==> config.mk <==
export PLATFORM = sky130hd
export DESIGN_NAME = cfg_spi_writer
export DESIGN_NICKNAME = d
export VERILOG_FILES = /design/src/rtl/ubitz_dock_pkg.sv /design/src/rtl/spi_in_sync.sv /design/src/rtl/cfg_spi_writer.sv
export SDC_FILE = /design/constraint.sdc
export NUM_CORES = 1
export LEC_CHECK = 0
export ABC_AREA = 1
export CAP_MARGIN = 20
export CORE_AREA = 2 2 75 63
export CTS_BUF_LIST = sky130_fd_sc_hd__clkbuf_16
export DETAILED_ROUTE_END_ITERATION = 6
export DIE_AREA = 0 0 77 65
export HOLD_SLACK_MARGIN = 0.03
export PLACE_DENSITY_LB_ADDON = 0.25
export SLEW_MARGIN = 40
export SYNTH_ARGS = -nofsm -noshare
export SYNTH_HDL_FRONTEND = slang
export SYNTH_SLANG_ARGS = --single-unit
==> constraint.sdc <==
create_clock -name clk -period 3.72 [get_ports clk]
set_input_delay 0.744 -clock clk [delete_from_list [all_inputs] [get_ports clk]]
set_output_delay 0.744 -clock clk [all_outputs]
set_load 0.05 [all_outputs]
==> src/rtl/ubitz_dock_pkg.sv <==
// ubitz_dock_pkg: shared Dock config-bus state encoding and defaults
package ubitz_dock_pkg;
    localparam int CFG_ADDR_WIDTH_DEFAULT = 8;
    typedef enum logic [1:0] {
        IDLE = 2'd0,
        ADDR = 2'd1,
        DATA = 2'd2
    } spi_wr_state_e;
endpackage

==> src/rtl/spi_in_sync.sv <==
// spi_in_sync: brings the SPI pins into clk and flags sclk rise and cs_n edges
module spi_in_sync #(
    parameter int STAGES = 2
) (
    input  logic clk,
    input  logic rst_n,
    input  logic spi_sclk,
    input  logic spi_cs_n,
    input  logic spi_mosi,
    output logic mosi,
    output logic cs_n,
    output logic sclk_rise,
    output logic cs_fall,
    output logic cs_rise,
    output logic settled
);
    logic [STAGES-1:0] sclk_sr, cs_sr, mosi_sr, vld_sr;
    logic sclk_d, cs_d;
    // vld_sr tracks when the synchronized copies stop showing reset values
    always_ff @(posedge clk) begin
        if (!rst_n) begin
            sclk_sr <= '0;
            cs_sr   <= '1;
            mosi_sr <= '0;
            vld_sr  <= '0;
            sclk_d  <= 1'b0;
            cs_d    <= 1'b1;
        end else begin
            sclk_sr <= {sclk_sr[STAGES-2:0], spi_sclk};
            cs_sr   <= {cs_sr[STAGES-2:0], spi_cs_n};
            mosi_sr <= {mosi_sr[STAGES-2:0], spi_mosi};
            vld_sr  <= {vld_sr[STAGES-2:0], 1'b1};
            sclk_d  <= sclk_sr[STAGES-1];
            cs_d    <= cs_sr[STAGES-1];
        end
    end
    assign mosi      = mosi_sr[STAGES-1];
    assign cs_n      = cs_sr[STAGES-1];
    assign settled   = vld_sr[STAGES-1];
    assign sclk_rise = sclk_sr[STAGES-1] && !sclk_d;
    assign cs_fall   = !cs_sr[STAGES-1] && cs_d;
    assign cs_rise   = cs_sr[STAGES-1] && !cs_d;
endmodule

==> src/rtl/cfg_spi_writer.sv <==
// cfg_spi_writer: SPI slave turning {addr, data...} frames into Dock config-bus writes
module cfg_spi_writer
    import ubitz_dock_pkg::*;
#(
    parameter int CFG_ADDR_WIDTH = CFG_ADDR_WIDTH_DEFAULT,
    parameter int SYNC_STAGES    = 2
) (
    input  logic                      clk,
    input  logic                      rst_n,
    input  logic                      spi_sclk,
    input  logic                      spi_cs_n,
    input  logic                      spi_mosi,
    output logic                      cfg_we,
    output logic [CFG_ADDR_WIDTH-1:0] cfg_addr,
    output logic [7:0]                cfg_wdata,
    output logic                      busy,
    output logic                      frame_err,
    output logic [7:0]                wr_count
);
    localparam int AW = CFG_ADDR_WIDTH;
    spi_wr_state_e state, state_nx;
    logic mosi_s, cs_n_s, sclk_rise, cs_fall, cs_rise, settled;
    logic armed, shift, byte_done, write;
    logic [2:0] bit_cnt;
    logic [6:0] sh;
    logic [7:0] rx_byte;
    logic [AW-1:0] addr_reg;

    spi_in_sync #(.STAGES(SYNC_STAGES)) u_sync (
        .clk       (clk),
        .rst_n     (rst_n),
        .spi_sclk  (spi_sclk),
        .spi_cs_n  (spi_cs_n),
        .spi_mosi  (spi_mosi),
        .mosi      (mosi_s),
        .cs_n      (cs_n_s),
        .sclk_rise (sclk_rise),
        .cs_fall   (cs_fall),
        .cs_rise   (cs_rise),
        .settled   (settled)
    );

    always_ff @(posedge clk) begin
        if (!rst_n) state <= IDLE;
        else        state <= state_nx;
    end

    // a frame only opens once cs_n has been seen high since reset
    always_comb begin
        state_nx = (state == IDLE) ? ((cs_fall && armed) ? ADDR : IDLE)
                 : cs_rise ? IDLE
                 : (state == ADDR && byte_done) ? DATA : state;
    end

    always_comb begin
        busy      = state != IDLE;
        shift     = busy && sclk_rise && !cs_rise;
        byte_done = shift && bit_cnt == 3'd7;
        write     = byte_done && state == DATA;
        rx_byte   = {sh, mosi_s};
    end

    always_ff @(posedge clk) begin
        if (!rst_n) begin
            armed     <= 1'b0;
            bit_cnt   <= '0;
            sh        <= '0;
            addr_reg  <= '0;
            cfg_we    <= 1'b0;
            cfg_addr  <= '0;
            cfg_wdata <= '0;
            frame_err <= 1'b0;
            wr_count  <= '0;
        end else begin
            armed     <= armed || (settled && cs_n_s);
            cfg_we    <= write;
            frame_err <= busy && cs_rise && bit_cnt != 3'd0;
            if (state == IDLE && cs_fall) begin
                bit_cnt <= '0;
                sh      <= '0;
            end else if (shift) begin
                bit_cnt <= bit_cnt + 3'd1;
                sh      <= rx_byte[6:0];
            end
            if (byte_done && state == ADDR) addr_reg <= AW'(rx_byte);
            if (write) begin
                cfg_addr  <= addr_reg;
                cfg_wdata <= rx_byte;
                addr_reg  <= addr_reg + AW'(1);
                wr_count  <= wr_count + 8'd1;
            end
        end
    end
endmodule
After elaboration in Yosys (flattened, before gate mapping)
Cells that the tools add are included.
{"block": "classes", "eq_ne": 3, "bitwise": 1, "n_reduce_logical": 24, "n_mux": 7, "add_sub_neg": 3}
{"op": "adder 8 x 1 -> 8 bit, second input constant", "count": 2}
{"op": "two-way mux 8 bit", "count": 2}
{"op": "logical AND 1 bit", "count": 13}
{"op": "two-way mux 2 bit", "count": 3}
{"op": "nonzero test 3 bit", "count": 2}
{"op": "logical NOT 1 bit", "count": 4}
{"op": "nonzero test 2 bit", "count": 2}
{"op": "adder 3 x 1 -> 3 bit, second input constant", "count": 1}
{"op": "equality test 3 bit, second input constant", "count": 1}
{"op": "equality test 2 x 1 -> 1 bit, second input constant", "count": 1}
{"op": "equality test 2 bit, second input constant", "count": 1}
{"op": "logical NOT 2 bit", "count": 1}
{"op": "two-way mux 1 bit", "count": 2}
{"op": "OR reduction 2 bit", "count": 1}
{"op": "logical OR 1 bit", "count": 1}
{"op": "NOT 1 bit", "count": 1}
{"block": "totals", "elab_cells": 55, "ff_bits": 57, "input_bits": 5, "out_inout_bits": 27}

Longest topological paths before layout
Gate-level depths: netlist of run 1.
{"block": "logic_depth", "word_depth": 9, "ltp_mapped": 10, "ltp_nobuf": 9}

By module
From an unflattened synthesis of run 1, not the netlist that was laid out.
{"block": "unflattened", "hier_cells": 311, "hier_area_um2": 2432.3}
{"mod": "cfg_spi_writer", "area_each_um2": 2134.5, "instances": 1, "cells_each": 277}
{"mod": "spi_in_sync", "area_each_um2": 297.8, "instances": 1, "cells_each": 34}

Least setup slack after synthesis of run 1
Ideal clock, no wire load.
{"block": "synth_timing", "path_type": "input port to flip-flop", "start": "input port rst_n", "end": "register addr_reg[3]", "t_arrival_ns": 1.471, "setup_slack_ns": 2.117, "path_stages": 5, "cell_sequence": "clkbuf_2 -> inv_1 -> buf_2 -> clkbuf_1 -> a21oi_1"}
{"element": "start: declaration", "line": "cfg_spi_writer.sv:9", "source": "input logic rst_n,"}
{"element": "end signal: assignment", "line": "cfg_spi_writer.sv:85", "source": "if (byte_done && state == ADDR) addr_reg <= AW'(rx_byte);"}
{"element": "end signal: assignment", "line": "cfg_spi_writer.sv:89", "source": "addr_reg <= addr_reg + AW'(1);"}
{"element": "end: declaration", "line": "cfg_spi_writer.sv:27", "source": "logic [AW-1:0] addr_reg;"}
No word-level cell between the ends.

Worst setup path after layout of run 1
{"block": "layout_timing", "start": "register state[0]", "end": "output port busy"}
{"block": "layout_via", "elab_chain_len": 1}
{"element": "start: declaration", "line": "cfg_spi_writer.sv:21", "source": "spi_wr_state_e state, state_nx;"}
{"element": "start signal: assignment", "line": "cfg_spi_writer.sv:45", "source": "else state <= state_nx;"}
{"element": "nonzero test 2 bit", "line": "cfg_spi_writer.sv:56", "source": "busy = state != IDLE;"}
{"element": "end: declaration", "line": "cfg_spi_writer.sv:16", "source": "output logic busy,"}
Every way passes these cells.

==> results of run 1 <==
## cell usage after synthesis, types with 5 or more instances
library cell	instances	share of area, %
buf_2	5	1.0
nand3_1	16	3.4
ha_1	5	2.6
inv_1	29	4.6
nor2_1	24	3.8
dfxtp_1	57	48
nand2_1	81	13
nand4_1	11	2.9
o21ai_0	7	1.5
a21oi_1	38	8.0
## placed cells by master, fill, tap and decap left out, drive strengths merged
| cell type | Yosys | routed |
|---|---|---|
| ha | 5 | 5 |
| xor2 | 4 | 4 |
| clkbuf | 5 | 9 |
| nor3 | 2 | 2 |
| a21oi | 38 | 38 |
| a31oi | 1 | 1 |
| inv | 31 | 36 |
| o21ai | 10 | 10 |
| buf | 9 | 2 |
| nor2 | 26 | 26 |
| dfxtp | 57 | 57 |
| clkinv | 1 | 2 |
| o21bai | 3 | 3 |
| nand4 | 11 | 11 |
| nand3 | 18 | 18 |
| or2 | 2 | 2 |
| a2111oi | 1 | 1 |
| clkdlybuf4s50 | 0 | 31 |
| nand2 | 83 | 83 |
| a211oi | 2 | 2 |
## through the flow
| step | worst slack [ns] | util [%] | hold WS (ns) | cell area, um^2 | total power [W] |
|---|---|---|---|---|---|
| 2_1_floorplan | 2.12 | - | 0.390 | 2390 | 0.000649 |
| 3_3_place_gp | 1.44 | 62.1 | 0.393 | 2700 | 0.000658 |
| 3_5_place_dp | 1.40 | 62.1 | 0.396 | 2700 | 0.000659 |
| 4_1_cts | 1.29 | 67.8 | 0.407 | 2950 | 0.00133 |
| 5_1_grt | 1.22 | 67.8 | 0.422 | 2950 | 0.00137 |
| 6_report | 1.30 | 67.8 | 0.405 | 2950 | 0.00132 |
## metal layers
layer	wire (um)	part of all wire, %
met1	2380	48
met5	0	0
met2	2230	45
met4	46	0.93
met3	305	6.1
## cell type report
| cell class | count | area [um^2] | area share, % |
|---|---|---|---|
| clock buffers | 9 | 225 | 7.64 |
| clock inverters | 6 | 22.5 | 0.764 |
| inverters | 32 | 121 | 4.12 |
| multi-input cells | 206 | 1040 | 35.2 |
| flip-flops and latches | 57 | 1140 | 38.7 |
| well taps | 60 | 75.1 | 2.55 |
| repair buffers | 33 | 325 | 11.0 |
## power by group
group / total [W] / switching [W] / internal (W) / leakage (nW)
clock network: 0.000673 / 0.000244 / 0.000429 / 0.139
logic: 0.0000266 / 0.0000169 / 0.00000974 / 0.610
registers: 0.000621 / 0.00000267 / 0.000618 / 0.461
total: 0.00132 / 0.000264 / 0.00106 / 1.21
## worst min path at each step
stage                                 start           endpoint  slack (ns)  depth (start not counted)
after global routing      u_sync.mosi_sr[0]  u_sync.mosi_sr[1]        0.42                          2
after global placement      u_sync.cs_sr[0]    u_sync.cs_sr[1]        0.39                          1
after detailed placement  u_sync.mosi_sr[0]  u_sync.mosi_sr[1]        0.40                          2
after CTS                 u_sync.mosi_sr[0]  u_sync.mosi_sr[1]        0.41                          2
final                     u_sync.mosi_sr[0]  u_sync.mosi_sr[1]        0.41                          2
after floorplan           u_sync.mosi_sr[0]  u_sync.mosi_sr[1]        0.39                          2
## kinds of logic (layout without fill, tap and decap cells)
kind of cell | after synthesis | after routing | synth area share (%)
AO/OA/AOI/OAI | 55 | 55 | 12.3
buffers and inverters | 46 | 80 | 8.85
XOR/XNOR | 4 | 4 | 1.47
flip-flops | 57 | 57 | 47.7
AND/OR/NAND/NOR | 142 | 142 | 27.1
adder cells (fa/ha/maj) | 5 | 5 | 2.62
## worst max-delay path, stage by stage (launching register included)
cell and delay [ns]:
dfxtp_1 0.41, inv_2 0.08, nand2_4 0.08, clkdlybuf4s50_1 0.80
==> flow_metrics.py, run 1 <==
metrics = {
    "timing": {
        "tightest_slew_ns": 0.521,
        "slew_violations": 0,
        "finalHoldViolCount": 0,
        "fin_crit_ns": 2.42,
        "clock_skew_ns": 0.00413,
        "tns_ns": 0,
        "setup_viol": 0,
        "rsz0062_at_grt": "no",
        "clock.fmax_mhz": 412,
        "slew-limit-headroom_pct": 65.1,
        "fin_crit_sh_pct": 65.2,
    },
    "route": {
        "remaining_drc_errors": 0,
        "drtPass1Iterations": 4,
        "route.vias.total": 2067,
        "drt_iter0_markers": 114,
        "wl_mm": 4.96,
        "vias_per_cell": 5.13,
        "post_drt_wl_per_cell_um": 12.3,
        "ant_nets": 0,
    },
    "synth": {
        "synthDistinctLibCells": 29,
        "synth_seq_area_share_pct": 47.7,
        "synth_area_per_cell_um2": 7.73,
        "synth-edff-count": 0,
        "synth_area_um2": 2390,
        "async_flop_share_pct": 0,
        "ys.flop_type": "dfxtp_1",
        "syn_inst": 309,
        "synth_warnings": 0,
        "ys_seq_elements": 57,
        "synth_nets": 319,
    },
    "placement": {
        "dp.cells": 388,
        "portBuffers": 31,
        "routabilityCongestion": 0.802,
        "hpwl_mm": 3.23,
    },
    "grt": {
        "grt-ovfl-total": 0,
        "grt_max_degree": 35,
        "grt_busiest_layer": "met2",
        "grt_util_met3_pct": 7.94,
        "met2_usage_pct": 37.4,
        "antenna_found_initial": 0,
        "grt_pass1_wl_mm": 8.66,
        "gr-usage-all-layers_pct": 22.2,
        "gr-usage-met1_pct": 26.7,
        "first_global_vias": 1925,
    },
    "die": {
        "die_area_um2": 5010,
        "ios": 32,
        "chipHeight_um": 65,
        "fp-row-count": 22,
        "die_x_um": 77,
        "core_um2": 4350,
        "initial_core_util_pct": 54.9,
    },
    "worst_setup_path": {
        "start_kind": "register",
        "reg2reg_from": "bit_cnt[0]",
        "critPathCaptureType": "primary output",
        "reg2reg_to": "cfg_wdata[4]",
        "endpoint": "busy",
        "required_ns": 2.98,
        "reg2reg_depth": 6,
        "arrival_ns": 1.68,
        "startpoint": "state[0]",
        "worstSetupPathType": "register to primary output",
        "crit_fanout": 5,
        "rrSetupSlack_ns": 1.58,
    },
    "clock_network": {
        "clockBufferDepth": 2,
        "cts_buffers": 9,
        "cts_setup_buffers": 0,
        "cts_root_buffer": "clkbuf_16",
        "clk_pin_slew_ns": 0.05,
        "cts.htree.levels": 3,
        "cts_tree": "built",
        "clk_latency_ns": 0.32,
        "cts_hold_buf": 0,
        "cts_resized": 0,
        "cts_sinks": 57,
    },
    "cells_and_area": {
        "area_growth_pct": 23.4,
        "antennaDiodeCount": 0,
        "fillers": 402,
        "fin_cells": 403,
        "drive_gt1_share_pct": 6.71,
        "nets": 349,
    },
    "job": {
        "max_cap_violations": 0,
    },
    "run_status": {
        "status": "complete, no violations",
    },
    "pwr": {
        "p_leak_nw": 1.21,
        "ir_drop_mv": 0.346,
        "power.density_nw_per_um2": 448,
    },
    "worst_hold_path": {
        "hp-class": "register to register",
    },
}
Note: power is estimated with default switching activity, not from simulation.
==> run 2: changes to the inputs <==
--- a/config.mk
+++ b/config.mk
@@ -7,10 +7,10 @@
 export LEC_CHECK = 0
 export ABC_AREA = 1
 export CAP_MARGIN = 20
-export CORE_AREA = 2 2 75 63
+export CORE_AREA = 2 2 82 68
 export CTS_BUF_LIST = sky130_fd_sc_hd__clkbuf_16
 export DETAILED_ROUTE_END_ITERATION = 6
-export DIE_AREA = 0 0 77 65
+export DIE_AREA = 0 0 84 70
 export HOLD_SLACK_MARGIN = 0.03
 export PLACE_DENSITY_LB_ADDON = 0.25
 export SLEW_MARGIN = 40
==> constraint.sdc (replaced) <==
create_clock -name clk -period 2.13 [get_ports clk]
set_input_delay 0.426 -clock clk [delete_from_list [all_inputs] [get_ports clk]]
set_output_delay 0.426 -clock clk [all_outputs]
set_load 0.05 [all_outputs]
==> run 2 against run 1 <==
Effect of this change: wire length rose by 2.0%; design area rose by 1.3%; die area rose by 17%; power rose by 76%; critical path depth fell by 2; via count rose by 0.19%; global-route usage fell by 2.9 points; cell count rose by 2.2%.
==> flow_metrics.py, run 2 (same netlist as run 1, synthesis figures left out) <==
metrics = {
    "route": {
        "vias_per_cell": 5.03,
        "route.vias.total": 2071,
        "remaining_drc_errors": 0,
        "post_drt_wl_per_cell_um": 12.3,
        "drt_iter0_markers": 107,
        "wl_mm": 5.06,
        "ant_nets": 0,
        "drtPass1Iterations": 4,
    },
    "worst_setup_path": {
        "crit_buf_inv": 1,
        "slowest_delay_ns": 0.84,
        "cp_cell_sequence": "clkdlybuf4s50_1",
        "critPathCaptureType": "primary output",
        "crit_fanout": 5,
        "start_kind": "register",
        "endpoint": "wr_count[2]",
        "arrival_ns": 1.57,
        "reg2reg_from": "bit_cnt[0]",
        "critPathSlowestCell": "clkdlybuf4s50_1",
        "startpoint": "wr_count[2]",
        "crit_cells": 1,
        "critPathTopFamily": "buffers and inverters",
        "required_ns": 1.70,
        "rrSetupSlack_ns": 0.25,
        "reg2reg_depth": 6,
        "worstSetupPathType": "register to primary output",
        "reg2reg_to": "cfg_wdata[4]",
    },
    "worst_hold_path": {
        "hp-class": "register to register",
        "holdPathStages": 2,
        "worst_hold_startpoint": "u_sync.sclk_sr[0]",
    },
    "grt": {
        "grt-ovfl-total": 0,
        "gr-usage-all-layers_pct": 19.2,
        "first_global_vias": 1926,
        "grt_max_degree": 31,
        "antenna_found_initial": 0,
        "grt_pass1_wl_mm": 8.85,
    },
    "clock_network": {
        "cts_tree": "built",
        "clk_pin_slew_ns": 0.05,
        "clk_latency_ns": 0.32,
        "cts_sinks": 57,
        "cts_hold_buf": 0,
        "cts_resized": 0,
        "cts.htree.levels": 3,
        "cts_root_buffer": "clkbuf_16",
        "clockBufferDepth": 2,
        "cts_buffers": 9,
        "cts_setup_buffers": 0,
    },
    "timing": {
        "fin_crit_sh_pct": 93.9,
        "rsz0062_at_grt": "no",
        "clock.fmax_mhz": 500,
        "fin_crit_ns": 2.00,
        "clock_skew_ns": 0.00526,
        "finalHoldViolCount": 0,
        "tightest_slew_ns": 0.505,
        "slew-limit-headroom_pct": 66.2,
        "setup_viol": 0,
        "slew_violations": 0,
        "tns_ns": 0,
    },
    "cells_and_area": {
        "drive_gt1_share_pct": 8.36,
        "layout_common_cells": "81 x nand2_1, 57 x dfxtp_1, 38 x a21oi_1",
        "antennaDiodeCount": 0,
        "area_growth_pct": 24.9,
        "nets": 354,
        "fin_cells": 412,
        "mostFrequentLayoutCell": "nand2_1",
        "final_area_um2": 2990,
    },
    "placement": {
        "routabilityCongestion": 0.851,
        "portBuffers": 31,
        "place_area_um2": 2740,
        "dp.cells": 398,
        "hpwl_mm": 3.39,
    },
    "run_status": {
        "status": "complete, no violations",
    },
    "pwr": {
        "power.density_nw_per_um2": 776,
        "ir_drop_mv": 0.525,
        "p_leak_nw": 1.23,
    },
    "die": {
        "initial_core_util_pct": 46.0,
        "core_um2": 5190,
        "ios": 32,
        "chipHeight_um": 70,
        "fp-row-count": 24,
        "die_x_um": 84,
        "die_area_um2": 5880,
    },
    "job": {
        "max_cap_violations": 0,
    },
}
## run 2: changes by cell type in the layout (fill, tap and decap cells not counted), sizes merged
cell and delta:
buf +6, clkdlybuf4s50 -1, clkinv +1, inv -2
## run 2: how the worst min path moves through the flow
| stage | to | slack (ns) |
|---|---|---|
| detailed placement | u_sync.sclk_sr[1] | 0.40 |
| floorplan | u_sync.mosi_sr[1] | 0.39 |
| global route | u_sync.vld_sr[1] | 0.43 |
| finish | u_sync.sclk_sr[1] | 0.41 |
| global placement | u_sync.mosi_sr[1] | 0.39 |
| CTS | u_sync.sclk_sr[1] | 0.41 |
## run 2: worst register-to-register path, cell delays in order (launching register included)
cell,delay (ns)
dfxtp_1,0.30
ha_1,0.19
ha_1,0.31
nand3_4,0.24
clkinv_2,0.38
o21ai_1,0.26
a21oi_1,0.06
## run 2: report_power, final
| group | switching [W] | internal [W] | leakage, nW | total [W] |
|---|---|---|---|---|
| Sequential | 0.00000429 | 0.00108 | 0.461 | 0.00108 |
| Combinational | 0.0000308 | 0.0000197 | 0.636 | 0.0000506 |
| Clock | 0.000436 | 0.000747 | 0.130 | 0.00118 |
## run 2: final cells by class
| class | count | area (um^2) |
|---|---|---|
| Tap cell | 65 | 81.3 |
| Clock buffer | 9 | 225 |
| Inverter | 32 | 121 |
| Fill cell | 491 | 2210 |
| Timing Repair Buffer | 38 | 360 |
| Sequential cell | 57 | 1140 |
| Clock inverter | 5 | 18.8 |
| Multi-Input combinational cell | 206 | 1040 |
## run 2: routing by layer
metal | wire length, um | track usage [%]
met3 | 292 | 9.10
met2 | 2150 | 28.1
met1 | 2490 | 24.0
met5 | 0 | 0
met4 | 123 | 9.14
## run 2: through the flow
stage | util [%] | total power [W] | setup WS (ns) | hold slack (ns)
floorplan | - | 0.00113 | 0.532 | 0.390
global placement | 52.8 | 0.00115 | 0.344 | 0.393
detailed placement | 52.8 | 0.00115 | 0.280 | 0.397
CTS | 57.5 | 0.00235 | 0.125 | 0.410
global route | 57.5 | 0.00241 | 0.0688 | 0.427
finish | 57.5 | 0.00232 | 0.131 | 0.410
==> variant (config.mk and constraints of run 2) <==
Register the inputs `spi_cs_n` and `spi_mosi` before use, without a reset. The logic sees them one clock later.
--- a/src/rtl/cfg_spi_writer.sv
+++ b/src/rtl/cfg_spi_writer.sv
@@ -19,4 +19,13 @@
 );
     localparam int AW = CFG_ADDR_WIDTH;
+
+    logic spi_cs_n_q;
+    logic spi_mosi_q;
+
+    always_ff @(posedge clk) begin
+        spi_cs_n_q <= spi_cs_n;
+        spi_mosi_q <= spi_mosi;
+    end
+
     spi_wr_state_e state, state_nx;
     logic mosi_s, cs_n_s, sclk_rise, cs_fall, cs_rise, settled;
@@ -31,6 +40,6 @@
         .rst_n     (rst_n),
         .spi_sclk  (spi_sclk),
-        .spi_cs_n  (spi_cs_n),
-        .spi_mosi  (spi_mosi),
+        .spi_cs_n  (spi_cs_n_q),
+        .spi_mosi  (spi_mosi_q),
         .mosi      (mosi_s),
         .cs_n      (cs_n_s),
Check against the original RTL: not equivalent (a bounded check fails within 10 cycles, from zero or initial values and one cycle with rst_n low).
==> variant against run 2 <==
- setup slack improved by 0.0049 ns
- synthesized area increased by 1.7%
- cell count increased by 0.49%
- sequential share of layout area increased by 0.073 points
- sequential cell count increased by 2
- routed wire length increased by 0.18%
- design area increased by 3.3%
- utilization increased by 1.9 points
- total power increased by 16%
- register-to-register slack improved by 0.12 ns
- count of clock-buffer cells in the layout unchanged
- critical endpoint unchanged
- largest cell class unchanged
==> variant: results (changes against run 2) <==
Crit-path leading delay family - buffers and inverters (unchanged)
R2r startpoint - bit_cnt[0] (unchanged)
First-pass GRT wire length - 8800 um (was 8850 um)
Dpl ws - 0.256 ns (was 0.280 ns)
YS warnings - 0 (unchanged)
Antenna violations before repair - 0 (unchanged)
DRT iter0 DRCs - 87 (was 107)
Seq/Total Area, Yosys - 48.6% (was 47.7%)
All-Layer GR Usage - 19.0% (was 19.2%)
Vias per cell - 4.91 (was 5.03)
Fin nets - 354 (unchanged)
Routability cong. - 0.821 (was 0.851)
Drt wl/cell - 12.2 um (was 12.3 um)
Result of the run - completed (unchanged)
Hold endpoint - u_sync.sclk_sr[1] (unchanged)
Layout cells sized above 1 - 9.74% (was 8.36%)
Adder-cell share of the synthesized area - 2.57% (was 2.62%)
Synth area leaders - dfxtp_1 49%, nand2_1 13%, a21oi_1 7.8% (was dfxtp_1 48%, nand2_1 13%, a21oi_1 8.0%)
Met3 WL - 273 um (was 292 um)
WL met1 - 2470 um (was 2490 um)
Placed cell count - 398 (unchanged)
Worst clock skew - 0.00465 ns (was 0.00526 ns)
Synth cell count leaders - 81 x nand2_1, 59 x dfxtp_1, 38 x a21oi_1, 29 x inv_1, 24 x nor2_1 (was 81 x nand2_1, 57 x dfxtp_1, 38 x a21oi_1, 29 x inv_1, 24 x nor2_1)
P_int - 2.15 mW (was 1.85 mW)
Met3 Track Usage GR - 6.86% (was 9.10%)
Post-Synth XOR/XNOR Area - 1.44% (was 1.47%)
Leak pwr - 1.25 nW (was 1.23 nW)
Ant diodes - 0 (unchanged)
RR Endpoint - cfg_addr[1] (was cfg_wdata[4])
Post-synthesis compound-gate area fraction - 12.0% (was 12.3%)
CTS Sinks - 59 (was 57)
TritonCTS buffer count - 9 (unchanged)
Average size of a mapped cell - 7.81 um^2 (was 7.73 um^2)
Global Route met1 Usage - 24.7% (was 24.0%)
Total iterations of the first detailed-routing run - 4 (unchanged)
Met2 WL - 2250 um (was 2150 um)
R2R setup slack - 0.37 ns (was 0.25 ns)
Detail Placement HPWL - 3270 um (was 3390 um)
Most used flip-flop cell after synthesis - dfxtp_1 (unchanged)
M2 GR Usage - 28.8% (was 28.1%)
Post-synthesis mux area share - 0% (unchanged)
CP max-delay cell - clkdlybuf4s50_1 (unchanged)
DR vias - 2,031 (was 2,071)
HP Start - u_sync.sclk_sr[0] (unchanged)
Slew @ Worst Pin - 0.531 ns (was 0.505 ns)
VDD IR max - 0.000592 V (was 0.000525 V)
Synthesized Nets - 321 (was 319)
[variant: cell types whose count changed in the layout (fill, tap and decap cells not counted), sizes merged]
cell / run 2 / this run
inv: 34 / 31
dfxtp: 57 / 59
clkinvlp: 0 / 3
buf: 8 / 6
bufinv: 0 / 2
[variant: kinds of logic (layout without fill, tap and decap cells)]
family	Yosys count	after routing
and+or+nand+nor	142	142
adders and majority gates	5	5
buffers and inverters	46	84
DFF	59	59
AOI/OAI and AO/OA	55	55
xor gates and xnor gates	4	4
[variant: per-stage QoR]
stage          hold WS, ns  cell area, um^2
4_1_cts              0.408             3080
2_1_floorplan        0.390             2430
3_5_place_dp         0.396             2770
3_3_place_gp         0.392             2770
6_report             0.407             3080
5_1_grt              0.424             3080
[variant: final cells by class]
cell class / count / area (um^2)
repair buffers: 36 / 345
inverters: 32 / 121
fillers: 479 / 2110
well taps: 65 / 81.3
clock buffers: 9 / 225
clock inverters: 7 / 92.6
flip-flops and latches: 59 / 1180
multi-input cells: 206 / 1040
[variant: power groups by stage]
stage / sequential, mW / clock, mW / combinational, mW
6_report: 1.12 / 1.51 / 0.0480
4_1_cts: 1.12 / 1.54 / 0.0490
5_1_grt: 1.12 / 1.60 / 0.0537
2_1_floorplan: 1.14 / 0 / 0.0306
3_5_place_dp: 1.14 / 0 / 0.0487
3_3_place_gp: 1.14 / 0 / 0.0476
[variant: worst max path at each step]
stage           startpoint          end  slack, ns  depth (start not counted)
3_3_place_gp         rst_n   bit_cnt[2]       0.30                          5
5_1_grt        wr_count[2]  wr_count[2]       0.09                          1
2_1_floorplan  wr_count[0]  wr_count[6]       0.53                          8
3_5_place_dp         rst_n   bit_cnt[2]       0.26                          5
4_1_cts        wr_count[2]  wr_count[2]       0.13                          1
6_report       wr_count[2]  wr_count[2]       0.14                          1
